[src/rtl/dmem_arbiter.sv]
// Two-requester arbiter/sequencer in front of a single-port data memory.
// Optional macro DMEM_ARB_FIXED_PRIO_EN: requester 0 always wins simultaneous requests.
module dmem_arbiter #(
  parameter int DEPTH = 256,
  parameter int AW    = 32
) (
  input  logic          clk,
  input  logic          rst,
  input  logic          req0_i,
  input  logic          req1_i,
  input  logic [1:0]    we0_i,
  input  logic [1:0]    we1_i,
  input  logic [2:0]    re0_i,
  input  logic [2:0]    re1_i,
  input  logic [AW-1:0] addr0_i,
  input  logic [AW-1:0] addr1_i,
  input  logic [31:0]   wd0_i,
  input  logic [31:0]   wd1_i,
  output logic          gnt0_o,
  output logic          gnt1_o,
  output logic          rvalid0_o,
  output logic          rvalid1_o,
  output logic [31:0]   rdata_o,
  output logic          err_o,
  output logic          busy_o,
  output logic [AW-1:0] mem_a_o,
  output logic [31:0]   mem_wd_o,
  output logic [1:0]    mem_we_o,
  output logic [2:0]    mem_re_o,
  input  logic [31:0]   mem_rd_i
);

  localparam logic [1:0] S_IDLE   = 2'd0;
  localparam logic [1:0] S_ACCESS = 2'd1;
  localparam logic [1:0] S_RESP   = 2'd2;

  localparam logic [AW-1:0] DEPTH_A = AW'(DEPTH);

  logic [1:0]    state_q, state_d;
  logic          owner_q, owner_d;
  logic [1:0]    we_q, we_d;
  logic [2:0]    re_q, re_d;
  logic [AW-1:0] addr_q, addr_d;
  logic [31:0]   wd_q, wd_d;
  logic [31:0]   rdata_q, rdata_d;
  logic          err_q, err_d;
  logic          any_req;
  logic          winner;
  logic          in_range;

`ifndef DMEM_ARB_FIXED_PRIO_EN
  logic          last_owner_q, last_owner_d;
`endif

  assign any_req  = req0_i | req1_i;
  assign in_range = (addr_q < DEPTH_A);

  always_comb begin
`ifdef DMEM_ARB_FIXED_PRIO_EN
    winner = ~req0_i;
`else
    // On a tie, the requester not served last time wins.
    winner = (req0_i && req1_i) ? ~last_owner_q : req1_i;
`endif
  end

  always_comb begin
    state_d = state_q;
    owner_d = owner_q;
    we_d    = we_q;
    re_d    = re_q;
    addr_d  = addr_q;
    wd_d    = wd_q;
    rdata_d = rdata_q;
    err_d   = err_q;
`ifndef DMEM_ARB_FIXED_PRIO_EN
    last_owner_d = last_owner_q;
`endif
    case (state_q)
      S_IDLE, S_RESP: begin
        if (any_req) begin
          state_d = S_ACCESS;
          owner_d = winner;
          we_d    = winner ? we1_i   : we0_i;
          re_d    = winner ? re1_i   : re0_i;
          addr_d  = winner ? addr1_i : addr0_i;
          wd_d    = winner ? wd1_i   : wd0_i;
`ifndef DMEM_ARB_FIXED_PRIO_EN
          last_owner_d = winner;
`endif
        end else begin
          state_d = S_IDLE;
        end
      end
      S_ACCESS: begin
        rdata_d = in_range ? mem_rd_i : 32'd0;
        err_d   = ~in_range;
        state_d = S_RESP;
      end
      default: state_d = S_IDLE;
    endcase
  end

  always_ff @(posedge clk or posedge rst) begin
    if (rst) begin
      state_q <= S_IDLE;
      owner_q <= 1'b0;
      we_q    <= 2'b00;
      re_q    <= 3'b000;
      addr_q  <= '0;
      wd_q    <= 32'd0;
      rdata_q <= 32'd0;
      err_q   <= 1'b0;
`ifndef DMEM_ARB_FIXED_PRIO_EN
      last_owner_q <= 1'b1;
`endif
    end else begin
      state_q <= state_d;
      owner_q <= owner_d;
      we_q    <= we_d;
      re_q    <= re_d;
      addr_q  <= addr_d;
      wd_q    <= wd_d;
      rdata_q <= rdata_d;
      err_q   <= err_d;
`ifndef DMEM_ARB_FIXED_PRIO_EN
      last_owner_q <= last_owner_d;
`endif
    end
  end

  // Memory bus is decoded from state so an async reset idles it at once.
  always_comb begin
    mem_a_o  = '0;
    mem_wd_o = 32'd0;
    mem_we_o = 2'b00;
    mem_re_o = 3'b000;
    if (state_q == S_ACCESS) begin
      mem_a_o  = addr_q;
      mem_wd_o = wd_q;
      mem_we_o = in_range ? we_q : 2'b00;
      mem_re_o = re_q;
    end
  end

  assign gnt0_o    = (state_q == S_ACCESS) && !owner_q;
  assign gnt1_o    = (state_q == S_ACCESS) &&  owner_q;
  assign rvalid0_o = (state_q == S_RESP)   && !owner_q;
  assign rvalid1_o = (state_q == S_RESP)   &&  owner_q;
  assign busy_o    = (state_q == S_ACCESS) || (state_q == S_RESP);
  assign rdata_o   = rdata_q;
  assign err_o     = err_q;

endmodule

[config.mk]
export PLATFORM = sky130hd
export DESIGN_NAME = dmem_arbiter
export DESIGN_NICKNAME = d
export VERILOG_FILES = /design/src/rtl/dmem_arbiter.sv
export SDC_FILE = /design/constraint.sdc
export NUM_CORES = 1
export LEC_CHECK = 0
export BUFFER_PORTS_ARGS = -buffer_cell sky130_fd_sc_hd__buf_2
export CAP_MARGIN = 25
export CORE_ASPECT_RATIO = 0.7
export CORE_MARGIN = 1.5
export CORE_UTILIZATION = 49
export DETAILED_ROUTE_END_ITERATION = 7
export PLACE_DENSITY = 0.83
export SETUP_SLACK_MARGIN = 0.3
export SLEW_MARGIN = 25
export SYNTH_ARGS = -nofsm -noshare
export SYNTH_HDL_FRONTEND = slang
export SYNTH_SLANG_ARGS = --single-unit
export TNS_END_PERCENT = 30
[constraint.sdc]
create_clock -name clk -period 6.2 [get_ports clk]
set_input_delay 0.31 -clock clk [delete_from_list [all_inputs] [get_ports clk]]
set_output_delay 0.31 -clock clk [all_outputs]
set_load 0.01 [all_outputs]
After elaboration in Yosys (flattened, before gate mapping). Cells that the tools add are included.

Output and inout bits: 107. Bits of input ports: 174. Register bits after elaboration: 106. Logic and storage cells: 38.

Bitwise logic cells: 3. Multiplexer cells: 13. Order comparisons: 1. Equality and inequality tests: 2. Reduce and logical (&&, ||, !) cells: 10.

Operators with widths (count): 32-bit 2-to-1 mux (5); 32-bit by 9-bit < comparator with 1-bit output (second input constant) (1); 2-bit 2-to-1 mux (3); 3-bit 2-to-1 mux (2); 1-bit logical AND (5); 2-bit one-hot mux with 2 select lines (1); 2-bit by 1-bit == test with 1-bit output (second input constant) (1); 2-bit == test (second input constant) (1); 2-bit logical NOT (1); 1-bit 2-to-1 mux (2); 1-bit NOT (2); 2-bit AND reduction (1); 2-bit OR reduction (1); 1-bit logical NOT (1); 1-bit logical OR (1); 1-bit bitwise OR (1).

Depth between registers and ports, before layout.
Word-level depth: 3. Depth in mapped cells: 7. Depth with buffers taken out: 5.

Least setup slack after synthesis. OpenSTA, ideal clock, no wires.

Kind: register -> output. Start: register state_q[1]. End: output port mem_we_o[0]. Stages on the path, launching flop included: 8. Path buffers: 2. Path slack: 4.291 ns. Arrival: 1.599 ns. Required time: 5.890 ns. Path through: dfrtp_1 -> inv_1 -> ha_1 -> nor4b_1 -> and4_1 -> buf_2 -> buf_2 -> and4_1.

Longest elaborated chain between the ends: 2.

Ends and longest elaborated chain: start, declared (line 39) `logic [1:0] state_q, state_d;`; start signal, assigned (line 118) `state_q <= state_d;`; 2-bit by 1-bit == test with 1-bit output (line 138) `if (state_q == S_ACCESS) begin`; 2-bit 2-to-1 mux (line 138); end, declared (line 28) `output logic [1:0] mem_we_o,`.

Every way passes these cells.

Worst setup path in the final report. Ends and elaborated chain as after synthesis.

==> metrics <==
DR WL/cell 16.5 µm; CTS tree yes; antenna-violating nets left 0; grt ovf 0; largest net degree at the start of global routing 103; #FFs+latches synth 106; Area growth syn-to-layout 33.0%; Die Area 0.0116 mm²; Post-DP HPWL 10,900 µm; Cells after Synth 520; post-synth top area cell dfrtp_1; final-report setup violation count 0; CP cell instances inv_1, ha_2, nor4b_1, and4_1, buf_4, and4_1, buf_2; H-tree Lvls 3; Crit Path Category reg -> out; Filler cells 841; synth cell count leaders 105 x dfrtp_1, 69 x and2_1, 69 x mux2i_1, 69 x nand2_1, 69 x o21ai_0; Power, Total 2.79 mW; WP buf/inv 3; Pre-Repair DR Iteration Count 4; slowest cell on the critical path dfrtp_1; period utilization 41.5%; Slew Limit Fails 0; met1 usage in global routing 31.3%; Setup crit end kind primary output; GR Util met3 7.05%; Pwr per Cell Area 392 mW/mm²; reg2reg end wd_q[18]; core area 0.0105 mm²; layout cells sized above 1 39.9%; TritonCTS Buffers 9; num ports 281; vias per cell 5.23; top cell type's share of synthesized area 49.2%; post-route setup TNS 0 ns; CP peak stage delay 0.40 ns; Slew HR 31.8%; Hold Fails Final Rpt 0; synth warn 0; grt met2 use 46.2%; Post-Syn Area 0.00535 mm²; Synth area leaders dfrtp_1 49%, mux2i_1 13%, and2_1 8.1%; RSZ-0062 raised after global routing false; n_diodes 0; antenna violations before repair 0; fmax 389 MHz; gr busiest metal met2; cell with the most instances after synthesis dfrtp_1; number of synthesized flops with an enable pin 0; Remaining DRCs 0; GP Congestion 0.838; FF+latch area 0.00265 mm²; row cnt 31; Top delay family on crit path simple AND/OR/NAND/NOR gates; hold buffers post-CTS 0; Async SR Flop Fraction 100%; leak pwr 4.11 nW; die width 128 µm; status finished clean; via count 4,768; Clock transition at path regs 0.07 ns; DRT iter0 DRCs 196; CTS Root Cell clkbuf_16; Post-Synthesis Mean Instance Area 10.3 µm²; Chip Height 90.4 µm; Skew-Pair Late Insertion Delay 0.34 ns; CTS max path bufs 2; Initial Util 51.0%; CP arrival 2.26 ns; Hold/Removal Path Class in -> async; worst vdd ir 0.234 mV; r2r setup slk 3.92 ns; sequential element share of the synthesized area 49.6%; Clock Sinks 106; Mapped Nets 699; vias in the first global route 4,831; worst r2r src last_owner_q; first-pass GRT wire length 23,800 µm; post-CTS setup buffers 0; crit-path most repeated cell and4_1; Worst-Margin Slew 1.02 ns; Startpoint Class flip-flop; worst r2r path cells 4; Max Cap Violations 0; crit path max fanout 35; Unique masters post-synth 27; Top FF cell, synth dfrtp_1; routed wire length 15,000 µm; gr usage total 26.0%; Req. time, crit path 5.89 ns; Layout Nets 953; Final Skew 0.0121 ns; post-layout min period 2.57 ns; port bufs 280; Post-CTS Resized 0; area of the multi-input gates 0.00251 mm²
[cells in the final DEF (no fill, tap or decap), drive strengths merged]
master and instances:
a21boi 1, nor2 4, and2 69, dfrtp 105, buf 287, clkbuf 11
a22o 1, nor3 1, nor2b 34, nor4b 1, or2 1, nand2 69
nor4 2, inv 4, clkinvlp 2, o22ai 1, bufinv 1, and4 3
clkinv 1, o21ai 69, mux2i 69, ha 5, dfstp 1, or4 2
a21oi 1, a31oi 2, a41o 32
[where the power goes]
group | internal, mW | total (mW) | switching [mW]
Clock | 0.316 | 0.567 | 0.251
Combinational | 0.447 | 1.14 | 0.691
Sequential | 0.934 | 1.09 | 0.151
[logic make-up (layout without fill, tap and decap cells)]
logic type	count (synthesis)	count (layout)	share of synthesized area (%)
and+or+nand+nor	186	186	19.0
AOI/OAI and AO/OA	107	107	13.2
muxes	69	69	12.9
adders and majority gates	5	5	1.17
buffers and inverters	47	306	4.05
DFF	106	106	49.6
[through the flow]
step / util [%] / instances / hold WS [ns] / worst slack [ns] / instance area, µm²
4_1_cts: 67.9 / 911 / 0.0884 / 3.59 / 7110
3_3_place_gp: 64.8 / 894 / 0.447 / 3.90 / 6790
2_1_floorplan: - / 520 / 0.373 / 3.10 / 5350
3_5_place_dp: 65.1 / 895 / 0.459 / 3.80 / 6810
6_report: 67.9 / 911 / 0.0576 / 3.63 / 7110
5_1_grt: 67.9 / 911 / 0.113 / 3.45 / 7110
[sequential cells by signal (all words and copies together) (netlist names)]
register,cells
wd_q,32
addr_q,32
last_owner_q,1
state_q,2
rdata_o,32
re_q,3
err_o,1
we_q,2
owner_q,1
[worst max path at each step]
stage,depth (start not counted),startpoint,slack (ns),to
3_5_place_dp,5,req1_i,3.80,wd_q[18]
5_1_grt,7,state_q[1],3.45,mem_we_o[0]
2_1_floorplan,1,rst,3.10,addr_q[0]
6_report,7,state_q[1],3.63,mem_we_o[0]
4_1_cts,7,state_q[1],3.59,mem_we_o[0]
3_3_place_gp,5,req1_i,3.90,wd_q[17]
[layout make-up]
type | count | share of cell area [%]
Sequential cell | 106 | 37.3
Clock inverter | 5 | 0.880
Timing Repair Buffer | 287 | 20.7
Clock buffer | 11 | 3.27
Tap cell | 132 | 2.32
Inverter | 3 | 0.194
Multi-Input combinational cell | 367 | 35.3
[per-layer routing]
| layer | up-vias | part of all wire (%) | wire length (µm) |
|---|---|---|---|
| met5 | - | 0 | 0 |
| met4 | 0 | 1.5 | 229 |
| met3 | 20 | 6.7 | 1000 |
| met2 | 184 | 51 | 7650 |
| met1 | 2261 | 41 | 6120 |
| li1 | 2303 | - | - |
(Power assumes the default switching activity.)
